$ cat config.mk
export PLATFORM = sky130hd
export DESIGN_NAME = y_divider
export DESIGN_NICKNAME = d
export VERILOG_FILES = /design/src/rtl/y_div_pkg.sv /design/src/rtl/y_sub_stage.sv /design/src/rtl/y_divider.sv
export SDC_FILE = /design/constraint.sdc
export NUM_CORES = 1
export LEC_CHECK = 0
export CORE_UTILIZATION = 59
export DETAILED_ROUTE_END_ITERATION = 16
export PLACE_DENSITY_LB_ADDON = 0.05
export SYNTH_ARGS = -nofsm -noshare
export SYNTH_HDL_FRONTEND = slang
export SYNTH_HIERARCHICAL = 1
export SYNTH_SLANG_ARGS = --single-unit
$ cat constraint.sdc
create_clock -name clk -period 12.3 [get_ports clk]
set_input_delay 1.845 -clock clk [delete_from_list [all_inputs] [get_ports clk]]
set_output_delay 1.845 -clock clk [all_outputs]
set_load 0.005 [all_outputs]
$ cat src/rtl/y_div_pkg.sv
// rtl/y_div_pkg.sv - shared types and constants for the y_divider slice
//
// Contents:
//   WIDTH_DEFAULT  default operand/quotient/remainder width
//   CNT_W_DEFAULT  default iteration counter width (2**CNT_W > WIDTH)
//   div_state_t    divider FSM states (IDLE, RUN, DONE)
//   DBZ_QUOTIENT   quotient reported for a divide-by-zero (all ones)

package y_div_pkg;

  localparam int unsigned WIDTH_DEFAULT = 32;
  localparam int unsigned CNT_W_DEFAULT = 6;

  typedef enum logic [1:0] {
    IDLE = 2'd0,
    RUN  = 2'd1,
    DONE = 2'd2
  } div_state_t;

  localparam logic [WIDTH_DEFAULT-1:0] DBZ_QUOTIENT = '1;

endpackage

$ cat src/rtl/y_sub_stage.sv
// rtl/y_sub_stage.sv - combinational WIDTH+1-bit trial subtractor
//
// Computes a - b as a + ~b + 1 at WIDTH+1 bits.
// Ports:
//   a     in   WIDTH+1  minuend (shifted partial remainder)
//   b     in   WIDTH+1  subtrahend (zero-extended divisor)
//   diff  out  WIDTH    low WIDTH bits of the difference
//   neg   out  1        difference is negative (bit WIDTH of the result)

module y_sub_stage
  import y_div_pkg::*;
#(
  parameter int unsigned WIDTH = WIDTH_DEFAULT
) (
  input  logic [WIDTH:0]   a,
  input  logic [WIDTH:0]   b,
  output logic [WIDTH-1:0] diff,
  output logic             neg
);

  localparam logic [WIDTH:0] CIN = {{WIDTH{1'b0}}, 1'b1};

  logic [WIDTH:0] full;

  // Two's-complement subtraction: the carry-in supplies the +1.
  assign full = a + ~b + CIN;
  assign diff = full[WIDTH-1:0];
  // The partial remainder is always below twice the divisor, so a
  // non-negative difference fits in WIDTH bits and bit WIDTH is a clean sign.
  assign neg  = full[WIDTH];

endmodule

$ cat src/rtl/y_divider.sv
// rtl/y_divider.sv - iterative restoring divider for DIV/DIVU in the EX stage
//
// One quotient bit per clock; WIDTH cycles from accept to result.
// Optional feature macro: Y_DIVIDER_SIGNED_DIV_EN (adds is_signed input).
// Ports:
//   clk          in   1      rising-edge clock
//   reset        in   1      asynchronous active-high reset
//   in_valid     in   1      operands present
//   in_ready     out  1      divider can accept operands (IDLE)
//   dividend     in   WIDTH  numerator, sampled at accept
//   divisor      in   WIDTH  denominator, sampled at accept
//   is_signed    in   1      signed operation (only with Y_DIVIDER_SIGNED_DIV_EN)
//   out_valid    out  1      result present (DONE)
//   out_ready    in   1      consumer accepts result
//   quotient     out  WIDTH  result quotient
//   remainder    out  WIDTH  result remainder
//   div_by_zero  out  1      result was produced with divisor == 0

module y_divider
  import y_div_pkg::*;
#(
  parameter int unsigned WIDTH = WIDTH_DEFAULT,
  parameter int unsigned CNT_W = CNT_W_DEFAULT
) (
  input  logic             clk,
  input  logic             reset,
  input  logic             in_valid,
  output logic             in_ready,
  input  logic [WIDTH-1:0] dividend,
  input  logic [WIDTH-1:0] divisor,
`ifdef Y_DIVIDER_SIGNED_DIV_EN
  input  logic             is_signed,
`endif
  output logic             out_valid,
  input  logic             out_ready,
  output logic [WIDTH-1:0] quotient,
  output logic [WIDTH-1:0] remainder,
  output logic             div_by_zero
);

  localparam logic [CNT_W-1:0] LAST_COUNT = CNT_W'(WIDTH - 1);
  localparam logic [CNT_W-1:0] CNT_ONE    = {{(CNT_W-1){1'b0}}, 1'b1};
  localparam logic [WIDTH-1:0] DBZ_Q      = {WIDTH{DBZ_QUOTIENT[0]}};

  div_state_t state, state_next;

  logic [WIDTH-1:0] rem_acc;
  logic [WIDTH-1:0] q_acc;
  logic [WIDTH-1:0] div_reg;
  logic [CNT_W-1:0] count;

  logic             accept;
  logic             divisor_zero;
  logic             last_iter;

  logic [WIDTH-1:0] dvd_mag;
  logic [WIDTH-1:0] dvs_mag;

  logic [WIDTH:0]   rem_shift;
  logic [WIDTH-1:0] trial;
  logic             trial_neg;
  logic [WIDTH-1:0] rem_next;
  logic [WIDTH-1:0] q_next;
  logic [WIDTH-1:0] q_final;
  logic [WIDTH-1:0] r_final;

  assign accept       = in_valid && in_ready;
  assign divisor_zero = (divisor == '0);
  assign last_iter    = (state == RUN) && (count == LAST_COUNT);

  // ------------------------------------------------------------------
  // Operand conditioning and sign fix-up
  // ------------------------------------------------------------------
`ifdef Y_DIVIDER_SIGNED_DIV_EN
  localparam logic [WIDTH-1:0] ONE = {{(WIDTH-1){1'b0}}, 1'b1};

  logic dvd_neg;
  logic dvs_neg;
  logic neg_q;
  logic neg_r;

  assign dvd_neg = is_signed && dividend[WIDTH-1];
  assign dvs_neg = is_signed && divisor[WIDTH-1];
  // The most negative value maps onto itself, which as an unsigned
  // magnitude is exactly right, so overflow needs no special case.
  assign dvd_mag = dvd_neg ? (~dividend + ONE) : dividend;
  assign dvs_mag = dvs_neg ? (~divisor + ONE) : divisor;

  assign q_final = neg_q ? (~q_next + ONE) : q_next;
  assign r_final = neg_r ? (~rem_next + ONE) : rem_next;

  always_ff @(posedge clk or posedge reset) begin
    if (reset) begin
      neg_q <= 1'b0;
      neg_r <= 1'b0;
    end else if (accept && !divisor_zero) begin
      neg_q <= dvd_neg ^ dvs_neg;
      neg_r <= dvd_neg;
    end
  end
`else
  assign dvd_mag = dividend;
  assign dvs_mag = divisor;
  assign q_final = q_next;
  assign r_final = rem_next;
`endif

  // ------------------------------------------------------------------
  // One restoring iteration: shift {rem_acc, q_acc} left, trial subtract
  // ------------------------------------------------------------------
  assign rem_shift = {rem_acc, q_acc[WIDTH-1]};

  y_sub_stage #(
    .WIDTH(WIDTH)
  ) u_sub_stage (
    .a    (rem_shift),
    .b    ({1'b0, div_reg}),
    .diff (trial),
    .neg  (trial_neg)
  );

  // On a negative trial the shifted remainder is below the divisor, so its
  // top bit is zero and the low WIDTH bits hold the whole value.
  assign rem_next = trial_neg ? rem_shift[WIDTH-1:0] : trial;
  assign q_next   = {q_acc[WIDTH-2:0], ~trial_neg};

  // ------------------------------------------------------------------
  // FSM
  // ------------------------------------------------------------------
  always_ff @(posedge clk or posedge reset) begin
    if (reset) begin
      state <= IDLE;
    end else begin
      state <= state_next;
    end
  end

  always_comb begin
    state_next = state;
    in_ready   = 1'b0;
    out_valid  = 1'b0;
    unique case (state)
      IDLE: begin
        in_ready = 1'b1;
        if (in_valid) begin
          state_next = divisor_zero ? DONE : RUN;
        end
      end
      RUN: begin
        if (count == LAST_COUNT) begin
          state_next = DONE;
        end
      end
      DONE: begin
        out_valid = 1'b1;
        if (out_ready) begin
          state_next = IDLE;
        end
      end
      default: state_next = IDLE;
    endcase
  end

  // ------------------------------------------------------------------
  // Datapath registers
  // ------------------------------------------------------------------
  always_ff @(posedge clk or posedge reset) begin
    if (reset) begin
      rem_acc     <= '0;
      q_acc       <= '0;
      div_reg     <= '0;
      count       <= '0;
      quotient    <= '0;
      remainder   <= '0;
      div_by_zero <= 1'b0;
    end else begin
      unique case (state)
        IDLE: begin
          if (accept) begin
            if (divisor_zero) begin
              quotient    <= DBZ_Q;
              remainder   <= dividend;
              div_by_zero <= 1'b1;
            end else begin
              rem_acc <= '0;
              q_acc   <= dvd_mag;
              div_reg <= dvs_mag;
              count   <= '0;
            end
          end
        end
        RUN: begin
          rem_acc <= rem_next;
          q_acc   <= q_next;
          count   <= count + CNT_ONE;
          // Results are captured from the final iteration's accumulators
          // so DONE presents them with no extra cycle.
          if (last_iter) begin
            quotient  <= q_final;
            remainder <= r_final;
          end
        end
        DONE: begin
          if (out_ready) begin
            div_by_zero <= 1'b0;
          end
        end
        default: ;
      endcase
    end
  end

endmodule

Word level (Yosys, flattened, before mapping)
Index checks and enable logic that the tools add are counted.

cells by class
  add/sub/neg operators = 3
  $mul = 0
  div/mod/pow operators = 0
  magnitude comparators = 0
  eq/ne operators = 10
  shift-type cells = 0
  mux-type cells = 29
  bitwise logic cells = 3
  reductions and logical operators = 11

operators with widths
  cell                                                             count
  32-bit two-way mux                                               11
  32-bit one-hot mux with 2 select lines                           4
  33-bit by 1-bit adder with 33-bit output, second input constant  1
  33-bit adder                                                     1
  32-bit inverter with 33-bit output                               1
  32-bit zero test                                                 1
  6-bit two-way mux                                                2
  2-bit != test, second input constant                             6
  6-bit one-hot mux with 2 select lines                            1
  3-bit AND reduction                                              3
  2-bit two-way mux                                                4
  4-bit AND reduction                                              2
  6-bit by 1-bit adder with 6-bit output, second input constant    1
  6-bit by 5-bit == test with 1-bit output, second input constant  1
  2-bit one-hot mux with 3 select lines                            1
  1-bit two-way mux                                                5
  2-bit nonzero test                                               2
  2-bit by 1-bit == test with 1-bit output, second input constant  1
  2-bit == test, second input constant                             1
  1-bit logical AND                                                2
  2-bit zero test                                                  1
  2-bit by 1-bit != test with 1-bit output, second input constant  1
  1-bit inverter                                                   2
  1-bit one-hot mux with 2 select lines                            1

storage, ports and cells
  register bits after elaboration = 169
  latch bits = 0
  bits in writable memories = 0
  memory bits (read-only) = 0
  input port bits = 68
  output and inout bits = 67
  word-level logic and storage cells = 64
  memories kept = 0

Logic depth before layout (Yosys ltp)
Gate-level depths: netlist of the first run.

  depth after elaboration = 6
  mapped depth = 16
  gate-level depth less buffers = 14

Cells and area by module
Netlist of the first run, hierarchy kept.

modules (own cells, without submodules)
  module       instances  cells an instance  area an instance (sq um)  sequential area each (sq um)
  y_divider    1          626                7255.7                    4229.1
  y_sub_stage  1          296                1976.9                    0.0

Worst setup path before layout of the first run
No wires, ideal clock.

  path kind = input to register
  from = in divisor[24]
  to = reg div_reg[10]
  library setup time = 0.125 ns
  arrival time = 3.157 ns
  required time = 12.175 ns
  setup slack = 9.019 ns
  stages = 5
  path buffers = 1
  cells stage by stage = nor4_1 > nand4_1 > o211ai_2 > buf_6 > mux2_2

on the way
  cells in the longest elaborated chain, start to end = 3

ends and longest elaborated chain
  item                           line              RTL
  start, declared                y_divider.sv:30   input logic [WIDTH-1:0] divisor,
  32-bit zero test               y_divider.sv:68   assign divisor_zero = (divisor == '0);
  1-bit inverter (no line)       n/a
  3-bit AND reduction (no line)  n/a
  end signal, assigned           y_divider.sv:187  div_reg <= dvs_mag;
  end, declared                  y_divider.sv:49   logic [WIDTH-1:0] div_reg;

No other way between the ends.
A chain may end at the register's enable or synchronous reset.

Worst setup path in the final report of the first run
  from = reg q_acc[31]
  to = reg remainder[7]

on the way
  cells in the longest elaborated chain, start to end = 5

ends and longest elaborated chain
  item                                      line               RTL
  start, declared                           y_divider.sv:48    logic [WIDTH-1:0] q_acc;
  start signal, assigned                    y_divider.sv:186   q_acc <= dvd_mag;
  start signal, assigned                    y_divider.sv:194   q_acc <= q_next;
  33-bit adder                              y_sub_stage.sv:26  assign full = a + ~b + CIN;
  33-bit by 1-bit adder with 33-bit output  y_sub_stage.sv:26
  via trial_neg                             y_divider.sv:61    logic trial_neg;
  32-bit two-way mux                        y_divider.sv:124   assign rem_next = trial_neg ? rem_shift[WIDTH-1:0] : trial;
  32-bit two-way mux                        y_divider.sv:198   if (last_iter) begin
  32-bit one-hot mux with 2 select lines    y_divider.sv:177   unique case (state)
  end signal, assigned                      y_divider.sv:182   remainder <= dividend;
  end signal, assigned                      y_divider.sv:200   remainder <= r_final;
  end, declared                             y_divider.sv:37    output logic [WIDTH-1:0] remainder,

The timed path passes the listed nets, and every way through them passes these cells. The select of a mux whose other input is x is not followed.

==> results of run 1 <==
==> logic make-up (layout without fill, tap and decap cells) <==
kind of cell / count (synthesis) / after routing / share of synthesized area
other: 1 / 1 / 0.000406
AO/OA/AOI/OAI: 307 / 307 / 0.215
buffers and inverters: 103 / 223 / 0.0527
multiplexers: 96 / 96 / 0.108
AND/OR/NAND/NOR: 181 / 181 / 0.0890
flip-flops: 169 / 169 / 0.458
XOR/XNOR: 31 / 31 / 0.0294
adder cells (fa/ha/maj): 34 / 34 / 0.0469
==> final timing paths <==
kind | end | cells past startpoint
max | remainder[7] | 15
min | quotient[26] | 1
max reg2reg | remainder[7] | 15
min reg2reg | quotient[26] | 1
max in group asynchronous | div_reg[9] | 4
min in group asynchronous | q_acc[26] | 2
==> synthesized netlist by cell type (2+ instances only) <==
library cell	n	area, um^2
o21ai_1	31	155
clkbuf_1	26	97.6
nor3_1	5	25.0
buf_4	9	67.6
o21bai_1	9	67.6
nand2_1	65	244
o21a_1	3	22.5
a221oi_2	2	30.0
a21oi_2	5	43.8
a21o_1	45	338
nand4_1	12	75.1
nand2b_1	3	18.8
ha_1	33	413
and3_1	3	18.8
mux2_2	32	360
o221ai_1	3	26.3
buf_2	11	55.1
a21boi_2	2	22.5
xor2_1	7	61.3
o22a_1	33	289
o2111ai_1	2	17.5
nand3_1	9	45.0
buf_6	7	78.8
and4_1	3	26.3
o21ai_0	79	395
inv_1	49	184
o211ai_1	2	15.0
dfrtp_1	169	4230
and2_1	2	12.5
a21oi_1	68	340
nor2b_1	9	56.3
nor2_1	59	221
mux2i_1	64	641
a31oi_1	6	37.5
nor4_1	8	50.1
xnor2_1	24	210
==> per-layer routing <==
| layer | track usage | share of wire |
|---|---|---|
| met1 | 0.407 | 0.45 |
| met3 | 0.0477 | 0.043 |
| met2 | 0.511 | 0.49 |
| met4 | 0.0917 | 0.021 |
| met5 | 0 | 0 |
==> per-stage QoR <==
| stage | setup WS [ns] | utilization | instance area, um^2 |
|---|---|---|---|
| floorplan | 5.88 | - | 9230 |
| global placement | 7.67 | 0.696 | 10600 |
| detailed placement | 7.62 | 0.696 | 10600 |
| CTS | 8.05 | 0.736 | 11200 |
| global route | 7.80 | 0.736 | 11200 |
| finish | 8.05 | 0.736 | 11200 |
==> layout make-up <==
cell class / count / area share
clock buffer: 19 / 0.0394
multi-input combinational: 650 / 0.404
timing repair buffer: 142 / 0.125
tap: 211 / 0.0235
inverter: 49 / 0.0168
clock inverter: 13 / 0.0149
sequential: 169 / 0.377
==> report_power, final <==
| part | switching, uW | internal (uW) |
|---|---|---|
| Sequential | 186 | 818 |
| Clock | 226 | 327 |
| Combinational | 1330 | 1080 |
==> results by group, run 1 <==
Global routing
  – GRT Util Overall: 0.303
  – First-pass GRT wire length: 37.7 mm
  – Largest net degree at the start of global routing: 88
  – Vias in the first global route: 7261
  – Antenna violations before repair: 0
  – Total gr overflow: 0

Worst setup path
  – Cell family with most CP delay: simple AND/OR/NAND/NOR gates
  – Required @ worst endpoint: 12.60 ns
  – Startpoint types: register
  – CP arrival: 4.55 ns
  – Critical Path Fanout Max: 23
  – WP buf/inv: 2
  – Reg2Reg Setup Slack: 8.05 ns
  – CP max stage cell: xnor2_2
  – Critical path endpoint category: register
  – Max stage delay on crit path: 0.73 ns
  – Beginning of the critical path: q_acc[31]
  – Critical Path, Cell by Cell: inv_1 > ha_1 > fa_1 > nor2b_1 > o2111ai_2 > nand4_1 > a221oi_2 > nor2_1 > a21oi_1 > xnor2_2 > buf_4 > mux2i_1 > nor2_1 > a21oi_1 > o21ai_1
  – FF-to-FF Start: q_acc[31]
  – Critical path class: register to register

Clock tree
  – CTS Buffer Depth: 2
  – Worst skew pair latency: 0.43 ns
  – Hold-fix buffers, CTS: 0
  – Reg clk slew, reported paths: 0.07 ns
  – Root buf cell: clkbuf_16
  – TritonCTS clock tree: done
  – H-tree Lvls: 4
  – Postcts setup bufs: 0
  – Cts repair resizes: 0
  – CTS sink cnt: 169
  – CTS buffer count: 17

Finish
  – Filler instances: 1141
  – Final #Nets: 1131
  – Sequential cell area: 4230 um^2
  – Multi-input logic area: 4540 um^2
  – Ant. Diodes: 0
  – Fraction of layout cells with a size suffix above 1: 0.0883
  – Commonest non-fill, non-tap cell in the layout: dfrtp_1
  – Area Overhead vs Synth: 21.6%
  – Final non-filler cell total: 1253
  – Commonest cells after routing, fill and taps aside: 169 x dfrtp_1, 134 x clkdlybuf4s50_1, 79 x o21ai_0

Die
  – Site Rows: 45
  – Die width: 127 um
  – Core Region: 15300 um^2
  – Starting Density: 0.605
  – Die height: 127 um
  – Die Footprint: 16200 um^2
  – I/O Pins: 135

Yosys
  – Synth warn: 6
  – Cell count after synthesis: 922
  – Flops & latches, synth: 169
  – Post-synth EDFFs: 0
  – Cell variety after synth: 59
  – Post-synthesis cell area: 9230 um^2
  – Synth Area per Inst: 10.0 um^2
  – Sequential fraction of the synthesis area: 0.458
  – Synth Flop Type: dfrtp_1
  – Ys async rst share: 1.00
  – Synthesized Nets: 1024

STA
  – RSZ-0062 raised after global routing: no
  – Final setup viols: 0
  – Max frequency: 235 MHz
  – Final Max Slew Viols: 0
  – Max_slew headroom: 0.162
  – Hold Slack: 0.489 ns
  – Final Cycle Share: 0.346
  – Final Hold Vio Count: 0
  – Clk_skew: 0.0115 ns
  – Setup TNS Final: 0 ns
  – Post-route minimum period: 4.25 ns
  – Slew @ Worst Pin: 1.25 ns

Placement
  – Placed cell count: 1221
  – GP Congestion: 0.926
  – Detailed placement HPWL: 16.6 mm
  – Number of port buffers: 134

Detailed routing
  – Pre-antenna DRT Iters: 5
  – Post-DR vias/cell: 5.87
  – Vias after detailed routing: 7358
  – Drt total wl: 23.4 mm
  – Post-route antenna net violation count: 0
  – Routed length per instance: 18.7 um
  – Initial detailed-routing violation count: 549
  – Drc violations: 0

Power and ir drop
  – Leak pwr: 0.00494 uW
  – Peak supply drop: 0.000267 V
  – Pwr dens: 354 nW/um^2
  – Total power: 3970 uW

Status
  – Outcome: finished clean

Job
  – Maxcap violations: 0

Worst hold path
  – Worst min-delay path startpoint: quotient[26]
  – HP Class: register to register
Power figures use the tool's default switching activity.
==> run 2, diff against run 1 <==
--- a/config.mk
+++ b/config.mk
@@ -5,7 +5,7 @@
 export SDC_FILE = /design/constraint.sdc
 export NUM_CORES = 1
 export LEC_CHECK = 0
-export CORE_UTILIZATION = 59
+export CORE_UTILIZATION = 50
 export DETAILED_ROUTE_END_ITERATION = 16
 export PLACE_DENSITY_LB_ADDON = 0.05
 export SYNTH_ARGS = -nofsm -noshare
==> constraint.sdc (replaced) <==
create_clock -name clk -period 3.7 [get_ports clk]
set_input_delay 0.555 -clock clk [delete_from_list [all_inputs] [get_ports clk]]
set_output_delay 0.555 -clock clk [all_outputs]
set_load 0.005 [all_outputs]
==> run 2 against run 1 <==
  * Sequential share of layout area decreased by 0.48 points
  * Combinational power increased to 3.4 times the previous value
  * Final area increased by 1.3%
  * Sequential power increased to 3.3 times the previous value
  * First-iteration DRC count decreased by 23%
  * Setup slack got worse by 7.7 ns
  * Clock power increased to 3.5 times the previous value
  * Global-route usage decreased by 3.3 points
  * Count of clock-buffer cells in the layout unchanged
  * Critical endpoint is now remainder[21]
  * Largest cell class unchanged
==> results by group, run 2 (synthesized netlist as in run 1, its figures left out) <==
Status
  – Outcome: finished clean

Detailed routing
  – Post-DR vias/cell: 5.72
  – Post-route antenna net violation count: 0
  – Drt total wl: 24.6 mm
  – Vias after detailed routing: 7302
  – Pre-antenna DRT Iters: 5
  – Initial detailed-routing violation count: 422
  – Routed length per instance: 19.2 um
  – Drc violations: 0

Power and ir drop
  – Seq pwr share: 0.249
  – Comb power frac: 0.608
  – Sw Share: 0.438
  – Clock power share: 0.143
  – Switch Pwr: 5860 uW
  – Pwr dens: 1180 nW/um^2
  – Leak pwr: 0.00501 uW
  – P_int: 7540 uW
  – Peak supply drop: 0.000649 V
  – Total power: 13400 uW

Placement
  – Detailed placement HPWL: 17.6 mm
  – GP Congestion: 0.873
  – Number of port buffers: 134
  – Placed Area: 10700 um^2

Die
  – Site Rows: 49
  – Die Footprint: 19000 um^2
  – I/O Pins: 135
  – Die width: 138 um
  – Starting Density: 0.512
  – Core Region: 18000 um^2
  – Die height: 138 um

Worst setup path
  – Critical Path Fanout Max: 14
  – CP arrival: 3.63 ns
  – Startpoint types: register
  – CP max stage cell: fa_1
  – Critical Path, Cell by Cell: inv_1 > ha_1 > fa_1 > nor2b_1 > o2111ai_2 > nand4_1 > a221oi_2 > nor2_1 > a21oi_1 > xnor2_2 > buf_4 > mux2i_1 > nor2_1 > a21oi_1 > o21ai_1
  – Critical path class: register to register
  – Required @ worst endpoint: 4.00 ns
  – Max stage delay on crit path: 0.41 ns
  – Reg2Reg Setup Slack: 0.37 ns
  – Critical path endpoint category: register

Finish
  – Ant. Diodes: 0
  – Final #Nets: 1137
  – Area Overhead vs Synth: 23.2%
  – Fraction of layout cells with a size suffix above 1: 0.0945
  – Filler instances: 1531
  – Commonest cells after routing, fill and taps aside: 169 x dfrtp_1, 134 x clkdlybuf4s50_1, 79 x o21ai_0
  – Commonest non-fill, non-tap cell in the layout: dfrtp_1
  – Fin area: 11400 um^2

STA
  – Final setup viols: 0
  – Setup TNS Final: 0 ns
  – Max frequency: 300 MHz
  – Slew @ Worst Pin: 0.964 ns
  – RSZ-0062 raised after global routing: no
  – Final Max Slew Viols: 0
  – Max_slew headroom: 0.358
  – Post-route minimum period: 3.33 ns
  – Final Cycle Share: 0.901
  – Clk_skew: 0.0146 ns
  – Final Hold Vio Count: 0

Clock tree
  – Postcts setup bufs: 0
  – CTS buffer count: 17
  – H-tree Lvls: 4
  – Cts repair resizes: 0
  – CTS sink cnt: 169
  – Hold-fix buffers, CTS: 0
  – Reg clk slew, reported paths: 0.07 ns
  – CTS Buffer Depth: 2
  – TritonCTS clock tree: done
  – Worst skew pair latency: 0.43 ns
  – Root buf cell: clkbuf_16

Global routing
  – Total gr overflow: 0
  – GRT Util Overall: 0.270
  – First-pass GRT wire length: 38.5 mm
  – Largest net degree at the start of global routing: 170
  – Antenna violations before repair: 0
  – Vias in the first global route: 7171

Worst hold path
  – HP Class: register to register

Job
  – Maxcap violations: 0
-- run 2: cell count changes in the layout (fill, tap and decap cells not counted), moves of 2 or more --
cell,before,now
buf_12,0,4
buf_4,8,10
clkinv_2,2,0
clkinv_4,3,1
clkinvlp_4,2,4
inv_8,0,2
-- run 2: final cells by class --
type	count	area, um^2	area share
tap	229	287	0.0252
inverter	49	188	0.0165
timing repair buffer	148	1500	0.132
sequential	169	4230	0.372
clock inverter	13	179	0.0157
multi-input combinational	650	4540	0.399
clock buffer	19	453	0.0398
-- run 2: final timing paths --
check | from | endpoint | cells after the start
max reg2reg | q_acc[31] | remainder[21] | 15
min reg2reg | quotient[28] | quotient[28] | 1
max in group asynchronous | reset | div_reg[21] | 3
min in group asynchronous | reset | quotient[26] | 3
max | q_acc[31] | remainder[21] | 15
min | quotient[28] | quotient[28] | 1
-- run 2: power by group through the flow --
stage,sequential [uW],combinational [uW],clock [uW]
floorplan,3180,5990,0
global placement,3350,8030,0
detailed placement,3360,8100,0
CTS,3330,8150,1950
global route,3430,8990,2010
finish,3330,8150,1920
-- run 2: critical path, delay by kind of cell, from the launching register on --
family	cells	cell delay, ns
AO/OA/AOI/OAI	5	0.62
XOR/XNOR	1	0.23
adder cells (fa/ha/maj)	2	0.62
buffers and inverters	2	0.36
flip-flops	1	0.37
multiplexers	1	0.26
AND/OR/NAND/NOR	4	0.72
-- run 2: stage by stage --
step	worst slack, ns	util	instances	hold slack, ns
floorplan	0.614	-	922	0.469
global placement	0.519	0.596	1245	0.469
detailed placement	0.394	0.596	1245	0.479
CTS	0.354	0.631	1277	0.494
global route	0.0279	0.631	1277	0.511
finish	0.368	0.631	1277	0.489
-- run 2: layer usage --
| layer | GRT usage | wire length, um | vias up |
|---|---|---|---|
| met5 | 0 | 0 | - |
| met4 | 0.0857 | 484 | 0 |
| met3 | 0.0406 | 923 | 31 |
| met2 | 0.441 | 11800 | 170 |
| met1 | 0.368 | 11400 | 3570 |
| li1 | - | - | 3531 |
